<file path="src/rtl/mem_arb_pkg.sv">
// Shared types for the fetch / load-store memory port arbiter:
// FSM state, requester select, DataCtrl codes and access-size decode.
package mem_arb_pkg;

  typedef enum logic [1:0] {
    IDLE  = 2'd0,
    ISSUE = 2'd1,
    WAIT  = 2'd2,
    RESP  = 2'd3
  } arb_state_e;

  typedef enum logic [1:0] {
    SEL_NONE  = 2'd0,
    SEL_FETCH = 2'd1,
    SEL_DATA  = 2'd2
  } req_sel_e;

  // DataCtrl encoding shared with control_unit.
  localparam logic [2:0] DC_WORD  = 3'b000;
  localparam logic [2:0] DC_HALF  = 3'b001;
  localparam logic [2:0] DC_BYTE  = 3'b010;
  localparam logic [2:0] DC_HALFU = 3'b101;
  localparam logic [2:0] DC_BYTEU = 3'b110;

  typedef enum logic [1:0] {
    SZ_BYTE = 2'd0,
    SZ_HALF = 2'd1,
    SZ_WORD = 2'd2
  } acc_size_e;

  // Unused codes (011, 100, 111) fall back to a word access.
  function automatic acc_size_e decode_size(input logic [2:0] ctrl);
    acc_size_e size;
    case (ctrl)
      DC_HALF, DC_HALFU: size = SZ_HALF;
      DC_BYTE, DC_BYTEU: size = SZ_BYTE;
      default:           size = SZ_WORD;
    endcase
    return size;
  endfunction

  function automatic logic is_unsigned(input logic [2:0] ctrl);
    return (ctrl == DC_HALFU) || (ctrl == DC_BYTEU);
  endfunction

endpackage

</file>
<file path="src/rtl/load_store_align.sv">
// Purely combinational sub-word alignment: byte enables and lane-replicated
// store data, shifted and sign/zero-extended load data, misalignment flag.
module load_store_align
  import mem_arb_pkg::*;
(
  input  logic [2:0]  ctrl_i,
  input  logic [1:0]  addr_lo_i,
  input  logic [31:0] wdata_i,
  input  logic [31:0] rdata_i,
  output logic [3:0]  be_o,
  output logic [31:0] wdata_o,
  output logic [31:0] rdata_o,
  output logic        misaligned_o
);

  acc_size_e   size;
  logic [31:0] shifted;

  // Decode the access size into lane enables, store data, load data and the trap.
  always_comb begin
    // NOTE: every output gets a default first so no path leaves it unassigned and infers a latch.
    size         = decode_size(ctrl_i);
    shifted      = rdata_i >> {addr_lo_i, 3'b000};
    be_o         = 4'b1111;
    wdata_o      = wdata_i;
    rdata_o      = shifted;
    misaligned_o = 1'b0;
    case (size)
      SZ_BYTE: begin
        be_o    = 4'b0001 << addr_lo_i;
        wdata_o = {4{wdata_i[7:0]}};
        rdata_o = is_unsigned(ctrl_i) ? {24'b0, shifted[7:0]}
                                      : {{24{shifted[7]}}, shifted[7:0]};
      end
      SZ_HALF: begin
        be_o         = addr_lo_i[1] ? 4'b1100 : 4'b0011;
        wdata_o      = {2{wdata_i[15:0]}};
        rdata_o      = is_unsigned(ctrl_i) ? {16'b0, shifted[15:0]}
                                           : {{16{shifted[15]}}, shifted[15:0]};
        misaligned_o = addr_lo_i[0];
      end
      default: begin
        misaligned_o = |addr_lo_i;
      end
    endcase
  end

endmodule

</file>
<file path="src/rtl/mem_port_arbiter.sv">
// Arbitrates a single-ported unified memory between instruction fetch and
// load/store. One transaction at a time over req/ready/rvalid; data wins
// unless fetch has been starved for STARVE_LIMIT consecutive data grants.
// Optional build macro MEM_ARB_PERF_EN adds per-requester wait-cycle counters.
module mem_port_arbiter
  import mem_arb_pkg::*;
#(
  parameter int ADDR_WIDTH   = 32,
  parameter int DATA_WIDTH   = 32,
  parameter int STARVE_LIMIT = 4
) (
  input  logic                  clk,
  input  logic                  rst,
  input  logic                  if_req,
  input  logic [ADDR_WIDTH-1:0] if_addr,
  output logic                  if_gnt,
  output logic                  if_rvalid,
  output logic [DATA_WIDTH-1:0] if_rdata,
  input  logic                  d_req,
  input  logic                  d_we,
  input  logic [2:0]            d_ctrl,
  input  logic [ADDR_WIDTH-1:0] d_addr,
  input  logic [DATA_WIDTH-1:0] d_wdata,
  output logic                  d_gnt,
  output logic                  d_rvalid,
  output logic [DATA_WIDTH-1:0] d_rdata,
  output logic                  d_err,
  output logic                  mem_req,
  output logic                  mem_we,
  output logic [ADDR_WIDTH-1:0] mem_addr,
  output logic [3:0]            mem_be,
  output logic [DATA_WIDTH-1:0] mem_wdata,
  input  logic                  mem_ready,
  input  logic                  mem_rvalid,
  input  logic [DATA_WIDTH-1:0] mem_rdata,
  output logic                  stall
`ifdef MEM_ARB_PERF_EN
  ,
  output logic [31:0]           perf_if_wait,
  output logic [31:0]           perf_d_wait
`endif
);

  localparam int              CNT_W      = $clog2(STARVE_LIMIT + 1);
  localparam logic [CNT_W-1:0] STARVE_MAX = CNT_W'(STARVE_LIMIT);

  arb_state_e            state_q;
  req_sel_e              owner_q;
  req_sel_e              sel;
  logic [ADDR_WIDTH-1:0] addr_q;
  logic                  we_q;
  logic [3:0]            be_q;
  logic [DATA_WIDTH-1:0] wdata_q;
  logic [2:0]            ctrl_q;
  logic                  err_q;
  logic [DATA_WIDTH-1:0] if_rdata_q;
  logic [DATA_WIDTH-1:0] d_rdata_q;
  logic [CNT_W-1:0]      starve_q;
  logic [CNT_W-1:0]      starve_d;

  logic [2:0]            al_ctrl;
  logic [1:0]            al_addr_lo;
  logic [3:0]            al_be;
  logic [DATA_WIDTH-1:0] al_wdata;
  logic [DATA_WIDTH-1:0] al_rdata;
  logic                  al_mis;

  // In IDLE the aligner sees the live request; afterwards the latched one,
  // so the same instance also extends the load data in WAIT.
  assign al_ctrl    = (state_q == IDLE) ? d_ctrl      : ctrl_q;
  assign al_addr_lo = (state_q == IDLE) ? d_addr[1:0] : addr_q[1:0];

  load_store_align u_align (
    .ctrl_i       (al_ctrl),
    .addr_lo_i    (al_addr_lo),
    .wdata_i      (d_wdata),
    .rdata_i      (mem_rdata),
    .be_o         (al_be),
    .wdata_o      (al_wdata),
    .rdata_o      (al_rdata),
    .misaligned_o (al_mis)
  );

  // Pick the requester to grant this IDLE cycle; fetch jumps the queue when starved.
  always_comb begin
    sel = SEL_NONE;
    if (!rst && (state_q == IDLE)) begin
      if (if_req && (starve_q == STARVE_MAX)) begin
        sel = SEL_FETCH;
      end else if (d_req) begin
        sel = SEL_DATA;
      end else if (if_req) begin
        sel = SEL_FETCH;
      end
    end
  end

  // Starvation count: data grants taken while fetch waits, saturating.
  always_comb begin
    starve_d = starve_q;
    if (state_q == IDLE) begin
      if (!if_req || (sel == SEL_FETCH)) begin
        starve_d = '0;
      end else if ((sel == SEL_DATA) && (starve_q != STARVE_MAX)) begin
        starve_d = starve_q + 1'b1;
      end
    end
  end

  // Starvation counter register.
  always_ff @(posedge clk or posedge rst) begin
    // NOTE: sequential state uses non-blocking assignments so every register samples pre-edge values.
    if (rst) begin
      starve_q <= '0;
    end else begin
      starve_q <= starve_d;
    end
  end

  // Transaction FSM: grant and latch, issue until accepted, await data, respond.
  always_ff @(posedge clk or posedge rst) begin
    // NOTE: this block is all control/datapath flops, so every one is reset to keep outputs at 0 in reset.
    if (rst) begin
      state_q    <= IDLE;
      owner_q    <= SEL_NONE;
      addr_q     <= '0;
      we_q       <= 1'b0;
      be_q       <= 4'b0000;
      wdata_q    <= '0;
      ctrl_q     <= DC_WORD;
      err_q      <= 1'b0;
      if_rdata_q <= '0;
      d_rdata_q  <= '0;
    end else begin
      case (state_q)
        IDLE: begin
          if (sel == SEL_FETCH) begin
            owner_q <= SEL_FETCH;
            addr_q  <= if_addr;
            we_q    <= 1'b0;
            be_q    <= 4'b1111;
            wdata_q <= '0;
            ctrl_q  <= DC_WORD;
            err_q   <= 1'b0;
            state_q <= ISSUE;
          end else if (sel == SEL_DATA) begin
            owner_q <= SEL_DATA;
            addr_q  <= d_addr;
            we_q    <= d_we;
            be_q    <= d_we ? al_be : 4'b1111;
            wdata_q <= d_we ? al_wdata : '0;
            ctrl_q  <= d_ctrl;
            err_q   <= al_mis;
            if (al_mis) begin
              // Trapped access never reaches memory and returns zero data.
              d_rdata_q <= '0;
              state_q   <= RESP;
            end else begin
              state_q   <= ISSUE;
            end
          end
        end
        ISSUE: begin
          if (mem_ready) begin
            state_q <= WAIT;
          end
        end
        WAIT: begin
          if (mem_rvalid) begin
            if (owner_q == SEL_FETCH) begin
              if_rdata_q <= mem_rdata;
            end else begin
              d_rdata_q  <= we_q ? '0 : al_rdata;
            end
            state_q <= RESP;
          end
        end
        RESP: begin
          state_q <= IDLE;
        end
        default: begin
          state_q <= IDLE;
        end
      endcase
    end
  end

  assign if_gnt    = (sel == SEL_FETCH);
  assign d_gnt     = (sel == SEL_DATA);
  assign if_rvalid = (state_q == RESP) && (owner_q == SEL_FETCH);
  assign d_rvalid  = (state_q == RESP) && (owner_q == SEL_DATA);
  assign d_err     = d_rvalid && err_q;
  assign if_rdata  = if_rdata_q;
  assign d_rdata   = d_rdata_q;

  assign mem_req   = (state_q == ISSUE);
  assign mem_we    = we_q;
  assign mem_addr  = {addr_q[ADDR_WIDTH-1:2], 2'b00};
  assign mem_be    = be_q;
  assign mem_wdata = wdata_q;

  assign stall = !rst && ((state_q == ISSUE) || (state_q == WAIT) ||
                          ((state_q == IDLE) && (if_req || d_req)));

`ifdef MEM_ARB_PERF_EN
  logic [31:0] perf_if_wait_q;
  logic [31:0] perf_d_wait_q;

  // Count cycles each requester holds req without being granted; wraps naturally.
  always_ff @(posedge clk or posedge rst) begin
    if (rst) begin
      perf_if_wait_q <= '0;
      perf_d_wait_q  <= '0;
    end else begin
      if (if_req && !if_gnt) begin
        perf_if_wait_q <= perf_if_wait_q + 32'd1;
      end
      if (d_req && !d_gnt) begin
        perf_d_wait_q  <= perf_d_wait_q + 32'd1;
      end
    end
  end

  assign perf_if_wait = perf_if_wait_q;
  assign perf_d_wait  = perf_d_wait_q;
`endif

endmodule

</file>
<file path="config.mk">
export PLATFORM = sky130hd
export DESIGN_NAME = mem_port_arbiter
export DESIGN_NICKNAME = d
export VERILOG_FILES = /design/src/rtl/mem_arb_pkg.sv /design/src/rtl/load_store_align.sv /design/src/rtl/mem_port_arbiter.sv
export SDC_FILE = /design/constraint.sdc
export NUM_CORES = 1
export LEC_CHECK = 0
export BUFFER_PORTS_ARGS = -buffer_cell sky130_fd_sc_hd__buf_4
export CORE_UTILIZATION = 45
export DETAILED_ROUTE_END_ITERATION = 8
export PLACE_DENSITY = 0.75
export SYNTH_ARGS = -nofsm -noshare
export SYNTH_HDL_FRONTEND = slang
export SYNTH_SLANG_ARGS = --single-unit
</file>
<file path="constraint.sdc">
create_clock -name clk -period 10.8 [get_ports clk]
set_input_delay 1.62 -clock clk [delete_from_list [all_inputs] [get_ports clk]]
set_output_delay 1.62 -clock clk [all_outputs]
set_load 0.05 [all_outputs]
</file>
Yosys cells after proc, flatten, opt, wreduce, memory -nomap -nowiden
Index checks and enable logic that the tools add are counted.
W data, S select, Z words.
{"block": "word_totals", "elab_cells": 108, "reg_bits": 144, "output_inout_bits": 140, "inputBits": 138}
{"block": "op_classes", "reduce_logical": 28, "n_eq_ne": 21, "n_shift": 2, "add_sub_neg": 1, "n_mux": 45}
{"cell": "$mux W32", "n": 13}
{"cell": "$pmux W32 S2", "n": 3}
{"cell": "$shr A32 B5 Y32", "n": 1}
{"cell": "$mux W2", "n": 11}
{"cell": "$mux W4", "n": 4}
{"cell": "$mux W3", "n": 5}
{"cell": "$ne A2 B2 Y1 const B", "n": 5}
{"cell": "$eq A3 B3 Y1 const B", "n": 3}
{"cell": "$eq A2 B1 Y1 const B", "n": 4}
{"cell": "$eq A2 B2 Y1 const B", "n": 4}
{"cell": "$logic_and A1 B1 Y1", "n": 8}
{"cell": "$pmux W2 S4", "n": 1}
{"cell": "$pmux W4 S2", "n": 1}
{"cell": "$ne A3 B3 Y1 const B", "n": 2}
{"cell": "$reduce_and A3 Y1", "n": 2}
{"cell": "$reduce_and A6 Y1", "n": 1}
{"cell": "$reduce_bool A2 Y1", "n": 3}
{"cell": "$reduce_or A2 Y1", "n": 3}
{"cell": "$logic_or A1 B1 Y1", "n": 5}
{"cell": "$mux W1", "n": 5}
{"cell": "$logic_not A2 Y1", "n": 2}
{"cell": "$pmux W2 S2", "n": 1}
{"cell": "$reduce_and A2 Y1", "n": 2}
{"cell": "$shl A1 B2 Y4 const A", "n": 1}
{"cell": "other kinds (6)", "n": 7}

Longest topological paths before layout
Gate-level depths: netlist (run 1).
{"block": "logic_depth", "ltp_word": 11, "ltp_mapped": 15, "mapped_depth_nobuf": 12}

Cells and area by module
From an unflattened synthesis (run 1), not the netlist that was laid out.
{"block": "unflattened", "hier_cells": 739, "area_unflattened_um2": 7747.4}
{"module": "mem_port_arbiter", "area_per_inst_um2": 6472.5, "n_inst": 1, "cells_each": 556, "seq_area_each_um2": 3603.5}
{"module": "load_store_align", "area_per_inst_um2": 1275.0, "n_inst": 1, "cells_each": 183, "seq_area_each_um2": 0.0}

Worst setup path before layout (run 1)
OpenSTA, ideal clock, no wires.
{"block": "synth_path", "path_type": "input-to-output", "startpoint": "input port if_req", "endpoint": "output port stall", "cell_stages": 2, "path_buffers": 0, "required_time_ns": 9.180, "slack_ns": 6.699, "t_arrival_ns": 2.481, "path_cell_list": "o21ai_0 > a21oi_1"}
{"block": "synth_via", "elab_chain_len": 4}
{"element": "from (decl)", "line": "mem_port_arbiter.sv:14", "source": "input logic if_req,"}
{"element": "$logic_or A1 B1 Y1", "line": "mem_port_arbiter.sv:203", "source": "((state_q == IDLE) && (if_req || d_req)));"}
{"element": "$logic_and A1 B1 Y1", "line": "mem_port_arbiter.sv:203"}
{"element": "$logic_or A1 B1 Y1", "line": "mem_port_arbiter.sv:202", "source": "assign stall = !rst && ((state_q == ISSUE) || (state_q == WAIT) ||"}
{"element": "$logic_and A1 B1 Y1", "line": "mem_port_arbiter.sv:202"}
{"element": "to (decl)", "line": "mem_port_arbiter.sv:36", "source": "output logic stall"}
No other way between the ends.

Worst setup path in the final report (run 1)
{"block": "layout_path", "startpoint": "input port rst", "endpoint": "output port if_gnt"}
{"block": "layout_via", "elab_chain_len": 4}
{"element": "from (decl)", "line": "mem_port_arbiter.sv:13", "source": "input logic rst,"}
{"element": "$logic_not A1 Y1", "line": "mem_port_arbiter.sv:87", "source": "if (!rst && (state_q == IDLE)) begin"}
{"element": "$logic_and A1 B1 Y1", "line": "mem_port_arbiter.sv:87"}
{"element": "$mux W2", "line": "mem_port_arbiter.sv:87"}
{"element": "$eq A2 B1 Y1", "line": "mem_port_arbiter.sv:188", "source": "assign if_gnt = (sel == SEL_FETCH);"}
{"element": "to (decl)", "line": "mem_port_arbiter.sv:16", "source": "output logic if_gnt,"}
No other way between the ends.

==> results.md, run 1 <==
* Status: finished, final reports clean
* Post-layout minimum cycle time at 4.72 ns
* Worst Tran Pin Value at 1.20 ns
* Pwr per Cell Area at 336 mW/mm^2
* Worst hold path type: flop to flop
* Post-synth EDFFs at 0
* DRC at 0
* WS Path Type: primary input to output port
* Avg WL per Cell at 17.8 um
* First-pass GRT wire length at 31300 um
* Most frequent cell after synthesis: dfrtp_1
* DR iter-0 viols at 350
* All-Layer GR Usage at 25.3%
* Achievable Freq at 212 MHz
* Mapped Cells at 679
* Final hold vios at 0
* Largest net degree at the start of global routing at 79
* CP Capture Type: output port
* Fin. max-slew vios at 0
* Register bit total from synthesis at 144
* Final HPWL from detailed placement at 14400 um
* Clk slew on worst S/H paths at 0.06 ns
* Cell mode on critical path: buf_4
* Final TNS setup at 0 ns
* CTS resizes at 0
* Synth top area share at 50.6%
* Via/cell ratio at 5.31
* Fin cells at 1131
* Final #Nets at 1056
* Skew-Pair Late Insertion Delay at 0.43 ns
* Pwr Total at 3.29 mW
* Area growth syn-to-layout at 37.6%
* Cell Area, Synth at 0.00712 mm^2
* Antenna Violating Nets Remaining at 0
* Part of the cycle the worst path needs at 43.7%
* Number of vias in the routed layout at 6000
* Core Util, Final at 63.9%
* Setup Skew at 0.00907 ns
* Share of cells above drive strength 1 at 39.9%
* Htree depth at 4
* Core area at 0.0153 mm^2
* Leak at 4.98 nW
* IO Pins at 278
* Yosys cell types at 51
* Routability cong. at 0.798
* WP data required at 9.18 ns
* Relative slew slack at 19.9%
* Gr ovfl total at 0
* Die H at 128 um
* Post-CTS Setup Inserts at 0
* Yosys warnings at 0
* RSZ-0062 raised after global routing: no
* Total clock sinks at 144
* Syn Area/Cell at 10.5 um^2
* Initial antenna violation count at 0
* Dominant synthesized flop cell: dfrtp_1
* Fillers at 1297
* CTS buffer count at 17
* Clock root buffer: clkbuf_16
* Arrival time at the worst endpoint at 3.10 ns
* Critical path peak fanout at 44
* CTS tree: built
* Vias in the first global route at 5743
* VDD IR-drop max at 154 uV
* Die X at 128 um
* Buffers on Ports at 275
* Final Setup Violations at 0
* Diode count at 0
* Sequential area share after synthesis at 50.6%
* Dpl cells at 1099
* Final WL at 20200 um
* TritonRoute pass-1 iters at 5
* Core Rows at 45
* Hold buffer count at cts at 0
* Die footprint at 0.0163 mm^2
* CTS max path bufs at 2
* Synth area leaders: dfrtp_1, nand2_1, mux2i_1, mux2_2, o21ai_0
* Critical-path cell list: buf_4 -> nor2_1 -> nand3_1 -> inv_1 -> ha_2 -> buf_4 -> buf_4
* Most frequent cells after synthesis: dfrtp_1, nand2_1, o21ai_0
* Initial core utilization at 46.5%
* Worst path slowest cell: buf_4
* Cell taking the most area after synthesis: dfrtp_1
* Max cap viols at 0
* Post-synth ARST share at 100%
* Startpoint types: primary input
* Slowest stage delay, CP at 0.53 ns
* Hold_ws at 0.465 ns
cell type report:
class	count	area, um^2	share of cell area [%]
Timing Repair Buffer	281	2110	21.5
Multi-Input combinational cell	447	3040	31.1
Tap cell	211	264	2.70
Clock buffer	19	453	4.63
Clock inverter	13	255	2.61
Inverter	16	65.1	0.664
Sequential cell	144	3600	36.8
flip-flops by register name (all words and copies together), names as in the netlist:
register and count:
addr_q 32, ctrl_q 3, d_rdata 32, err_q 1, if_rdata 32, mem_be 4, mem_wdata 32, mem_we 1
owner_q 2, starve_q 3, state_q 2
report_power, final:
group	internal (mW)	switching, mW
logic	0.545	1.20
clock network	0.470	0.234
registers	0.729	0.111
worst paths after layout:
path	from	endpoint	slack, ns	cells past startpoint
setup / recovery	rst	if_gnt	6.08	7
hold / removal	ctrl_q[1]$_DFFE_PP0P_	ctrl_q[1]$_DFFE_PP0P_	0.47	2
setup reg to reg	state_q[0]$_DFFE_PP0P_	d_rdata[16]$_DFFE_PP0P_	6.94	13
hold reg to reg	ctrl_q[1]$_DFFE_PP0P_	ctrl_q[1]$_DFFE_PP0P_	0.47	2
max in group asynchronous	rst	addr_q[9]$_DFFE_PP0P_	8.08	3
min in group asynchronous	rst	d_rdata[15]$_DFFE_PP0P_	1.29	2
kinds of logic (layout without fill, tap and decap cells):
family	count (synthesis)	count (layout)	share of synthesized area (%)
AO/OA/AOI/OAI	156	156	14.2
adder cells (fa/ha/maj)	11	11	1.93
buffers and inverters	89	329	6.79
flip-flops	144	144	50.6
multiplexers	94	94	15.4
other	1	2	0.0527
AND/OR/NAND/NOR	184	184	11.0
worst max-delay path, delay by kind of cell:
family	cells	cell delay, ns
buffers and inverters	4	1.06
and+or+nand+nor	2	0.25
adders and majority gates	1	0.16
placed cells by master (no fill, tap or decap), types with 8 or more instances in the layout:
| cell | n |
|---|---|
| nor2_1 | 15 |
| a22oi_1 | 9 |
| inv_1 | 14 |
| clkbuf_16 | 17 |
| mux2_2 | 33 |
| mux2i_1 | 48 |
| o21ai_1 | 9 |
| a21oi_1 | 16 |
| dfrtp_1 | 144 |
| nand2_1 | 138 |
| ha_1 | 10 |
| o211ai_1 | 8 |
| a22o_1 | 15 |
| a221oi_1 | 8 |
| buf_4 | 281 |
| o21ai_0 | 67 |
per-stage QoR:
stage	area, um^2	setup slack, ns
2_1_floorplan	7120	5.31
3_3_place_gp	9080	6.12
3_5_place_dp	9080	6.07
4_1_cts	9790	6.07
5_1_grt	9790	5.99
6_report	9790	6.08
per-layer routing:
metal / vias up / track usage (%) / part of all wire (%)
met5: - / 0 / 0
met4: 0 / 10.9 / 3.1
met3: 42 / 6.64 / 7.1
met2: 246 / 39.6 / 48
met1: 2903 / 33.3 / 42
li1: 2809 / - / -
Power figures use the tool's default switching activity.
==> run 2: changes to the inputs <==
Settings changed: ABC_AREA from default to 1, PLACE_DENSITY 0.75 to 0.77.
Clock period 10.8 ns to 4.2 ns, I/O delays scaled along.
==> run 2 against run 1 <==
  * Clock skew grew 0.0022 ns
  * Utilization fell by 1.9 points
  * Synthesized cell count up 30%
  * Largest cell class unchanged
  * Clock power increased by 110%
  * Critical endpoint is now mem_wdata[14]$_DFFE_PP0P_
  * Non-clock buffer count increased by 4
  * Critical path type is now flop to flop
==> results.md, run 2 <==
* Hold_ws at 0.319 ns (-0.147 ns)
* Cell mode on critical path: inv_1
* RSZ-0062 raised after global routing: no
* Fillers at 1478 (+14%)
* CP Capture Type: flop
* Final hold vios at 0 (unchanged)
* Skew-Pair Late Insertion Delay at 0.43 ns (about the same)
* Slack of the critical path at 0.644 ns (-5.44 ns)
* TritonRoute pass-1 iters at 5 (unchanged)
* WS Path Type: flop to flop
* Dpl cells at 1302 (+18%)
* Syn Area/Cell at 8.23 um^2 (-21%)
* Most frequent cell after synthesis: nand2_1
* Dominant synthesized flop cell: dfrtp_1
* Final TNS setup at 0 ns (unchanged)
* CTS buffer count at 17 (unchanged)
* Pwr per Cell Area at 980 mW/mm^2 (+190%)
* Post-synthesis adder-cell area fraction at 1.90% (-0.034 points)
* Achievable Freq at 281 MHz
* Pwr Total at 9.59 mW (+190%)
* Fin. max-slew vios at 0 (unchanged)
* R2r startpoint: state_q[0]$_DFFE_PP0P_
* Final Setup Violations at 0 (unchanged)
* R2R Setup Slk at 0.64 ns (-6.30 ns)
* Post-synth EDFFs at 0 (unchanged)
* Via/cell ratio at 5.17 (-2.5%)
* Initial antenna violation count at 0 (unchanged)
* Largest net degree at the start of global routing at 77 (-2.5%)
* Fraction of synthesized area in multiplexers at 2.06% (-13 points)
* Status: finished, final reports clean
* Die X at 129 um (+0.88%)
* Switching Share at 52.6% (+5.6 points)
* Startpoint types: flop
* Commonest cells after routing, fill and taps aside: buf_4, nand2_1, dfrtp_1
* Synth top area share at 49.7% (-0.89 points)
* Htree depth at 4 (unchanged)
* Buffers on Ports at 275 (unchanged)
* Register bit total from synthesis at 144 (unchanged)
* Part of the cycle the worst path needs at 84.7%
* Final HPWL from detailed placement at 16600 um (+15%)
* Die H at 129 um (+0.88%)
* Most frequent cells after synthesis: nand2_1, dfrtp_1, nand3_1
* Mapped Cells at 880 (+30%)
* Hold buffer count at cts at 0 (unchanged)
* Synth area leaders: dfrtp_1, nand2_1, nand3_1, o21ai_0, buf_4
* Clk slew on worst S/H paths at 0.06 ns (about the same)
* Cell Area, Synth at 0.00724 mm^2 (+1.8%)
* Final #Nets at 1254 (+19%)
* Post-CTS Setup Inserts at 0 (unchanged)
* Die footprint at 0.0166 mm^2 (+1.8%)
* Total clock sinks at 144 (unchanged)
* Post-layout minimum cycle time at 3.56 ns
* Worst path slowest cell: nand2_2
* Yosys warnings at 0 (unchanged)
* Avg WL per Cell at 16.7 um (-6.2%)
* Setup Skew at 0.0113 ns (+0.00221 ns)
* Worst hold path type: primary input to async pin
* Clock share of power at 15.6% (-5.8 points)
* Most common cell after layout, fill and taps aside: buf_4
* Number of vias in the routed layout at 6901 (+15%)
* Placement Cell Area at 0.00920 mm^2 (+1.3%)
* Clock root buffer: clkbuf_16
* Seq pwr share at 24.4% (-1.1 points)
* Diode count at 0 (unchanged)
* Arrival time at the worst endpoint at 3.88 ns (+0.78 ns)
* Gr ovfl total at 0 (unchanged)
* Initial core utilization at 45.9% (-0.53 points)
* Post-synthesis xor/xnor area fraction at 0% (unchanged)
* Area growth syn-to-layout at 35.2%
* Sequential area share after synthesis at 49.7% (-0.89 points)
* Critical path peak fanout at 35 (-20%)
* RR Endpoint: mem_wdata[14]$_DFFE_PP0P_
* WP data required at 4.53 ns (-4.65 ns)
* Relative slew slack at 36.6% (+17 points)
* Final WL at 22300 um (+11%)
* First-pass GRT wire length at 34300 um (+9.5%)
* Slowest stage delay, CP at 0.39 ns (-0.14 ns)
* Antenna Violating Nets Remaining at 0 (unchanged)
* Largest family of logic cells by synthesized area: simple AND/OR/NAND/NOR gates
* Combinational Power Share at 60.1% (+7.0 points)
* DR iter-0 viols at 521 (+49%)
* CTS max path bufs at 2 (unchanged)
* Max cap viols at 0 (unchanged)
* Register-to-Register Path Depth at 14 (+1)
* Core Rows at 46 (+2.2%)
* Yosys cell types at 38 (-25%)
* CTS tree: built
* Dpl ws at 0.634 ns (-5.44 ns)
* Final Cell Area at 0.00979 mm^2 (about the same)
* Sw power at 5.04 mW (+230%)
* DRC at 0 (unchanged)
* Leak at 5.25 nW (+5.5%)
* Routability cong. at 0.915 (+15%)
* Fin cells at 1334 (+18%)
* Cell Int Power at 4.55 mW (+160%)
* Share of cells above drive strength 1 at 30.9% (-9.0 points)
* Critical-path cell list: inv_1 -> ha_1 -> inv_1 -> nor2_1 -> and3_1 -> ha_1 -> inv_1 -> nand2_2 -> nor2_4 -> buf_4 -> nand2_1 -> inv_2 -> nand2_1 -> o21ai_0
* Vias in the first global route at 6563 (+14%)
* Cell taking the most area after synthesis: dfrtp_1
* CTS resizes at 0 (unchanged)
* Post-synthesis simple-gate area fraction at 26.0% (+15 points)
* Core Util, Final at 62.1% (-1.9 points)
* VDD IR-drop max at 561 uV (+270%)
* All-Layer GR Usage at 27.2% (+1.9 points)
* Compound-Gate Fraction of Synth Area at 10.6% (-3.6 points)
* Core area at 0.0158 mm^2 (+3.0%)
* IO Pins at 278 (unchanged)
* Post-synth ARST share at 100% (unchanged)
* Worst Tran Pin Value at 0.949 ns (-0.249 ns)
[run 2: logic make-up after synthesis]
kind of cell               count (synthesis)
AOI/OAI and AO/OA                        134
adders and majority gates                 11
buffers and inverters                    140
DFF                                      144
muxes                                     14
other                                      1
and+or+nand+nor                          436
[run 2: power by group through the flow]
stage	registers (mW)	logic [mW]	clock network [mW]
2_1_floorplan	3.68	2.95	0
3_3_place_gp	2.33	5.66	0
3_5_place_dp	2.34	5.74	0
4_1_cts	2.33	5.75	1.52
5_1_grt	2.40	6.15	1.58
6_report	2.34	5.76	1.49
[run 2: metal layers]
metal	track usage (%)	vias up	wire length (um)
li1	-	3295	-
met1	33.5	3266	8990
met2	45.8	302	11000
met3	6.61	38	1670
met4	11.1	0	626
met5	0	-	0
[run 2: worst max-delay path by stage]
stage,end,depth (start not counted),slack (ns),startpoint
2_1_floorplan,stall,6,1.33,state_q[0]$_DFFE_PP0P_
3_3_place_gp,mem_wdata[15]$_DFFE_PP0P_,14,0.83,state_q[0]$_DFFE_PP0P_
3_5_place_dp,mem_wdata[14]$_DFFE_PP0P_,14,0.63,state_q[0]$_DFFE_PP0P_
4_1_cts,mem_wdata[14]$_DFFE_PP0P_,14,0.61,state_q[0]$_DFFE_PP0P_
5_1_grt,mem_wdata[15]$_DFFE_PP0P_,14,0.30,state_q[0]$_DFFE_PP0P_
6_report,mem_wdata[14]$_DFFE_PP0P_,14,0.64,state_q[0]$_DFFE_PP0P_
[run 2: layout make-up]
cell class                 count  area (um^2)  share of cell area [%]
clock inverter                15          160                    1.64
timing repair buffer         285         2150                    22.0
inverter                      60          229                    2.34
sequential                   144         3600                    36.8
tap                          216          270                    2.76
multi-input combinational    597         2950                    30.1
clock buffer                  17          425                    4.35
[run 2: critical path, delay by kind of cell, from the launching register on]
family | cells | cell delay, ns
simple gates | 6 | 1.31
flops | 1 | 0.38
fa+ha+maj | 2 | 0.49
buf+inv | 5 | 1.06
compound gates | 1 | 0.20
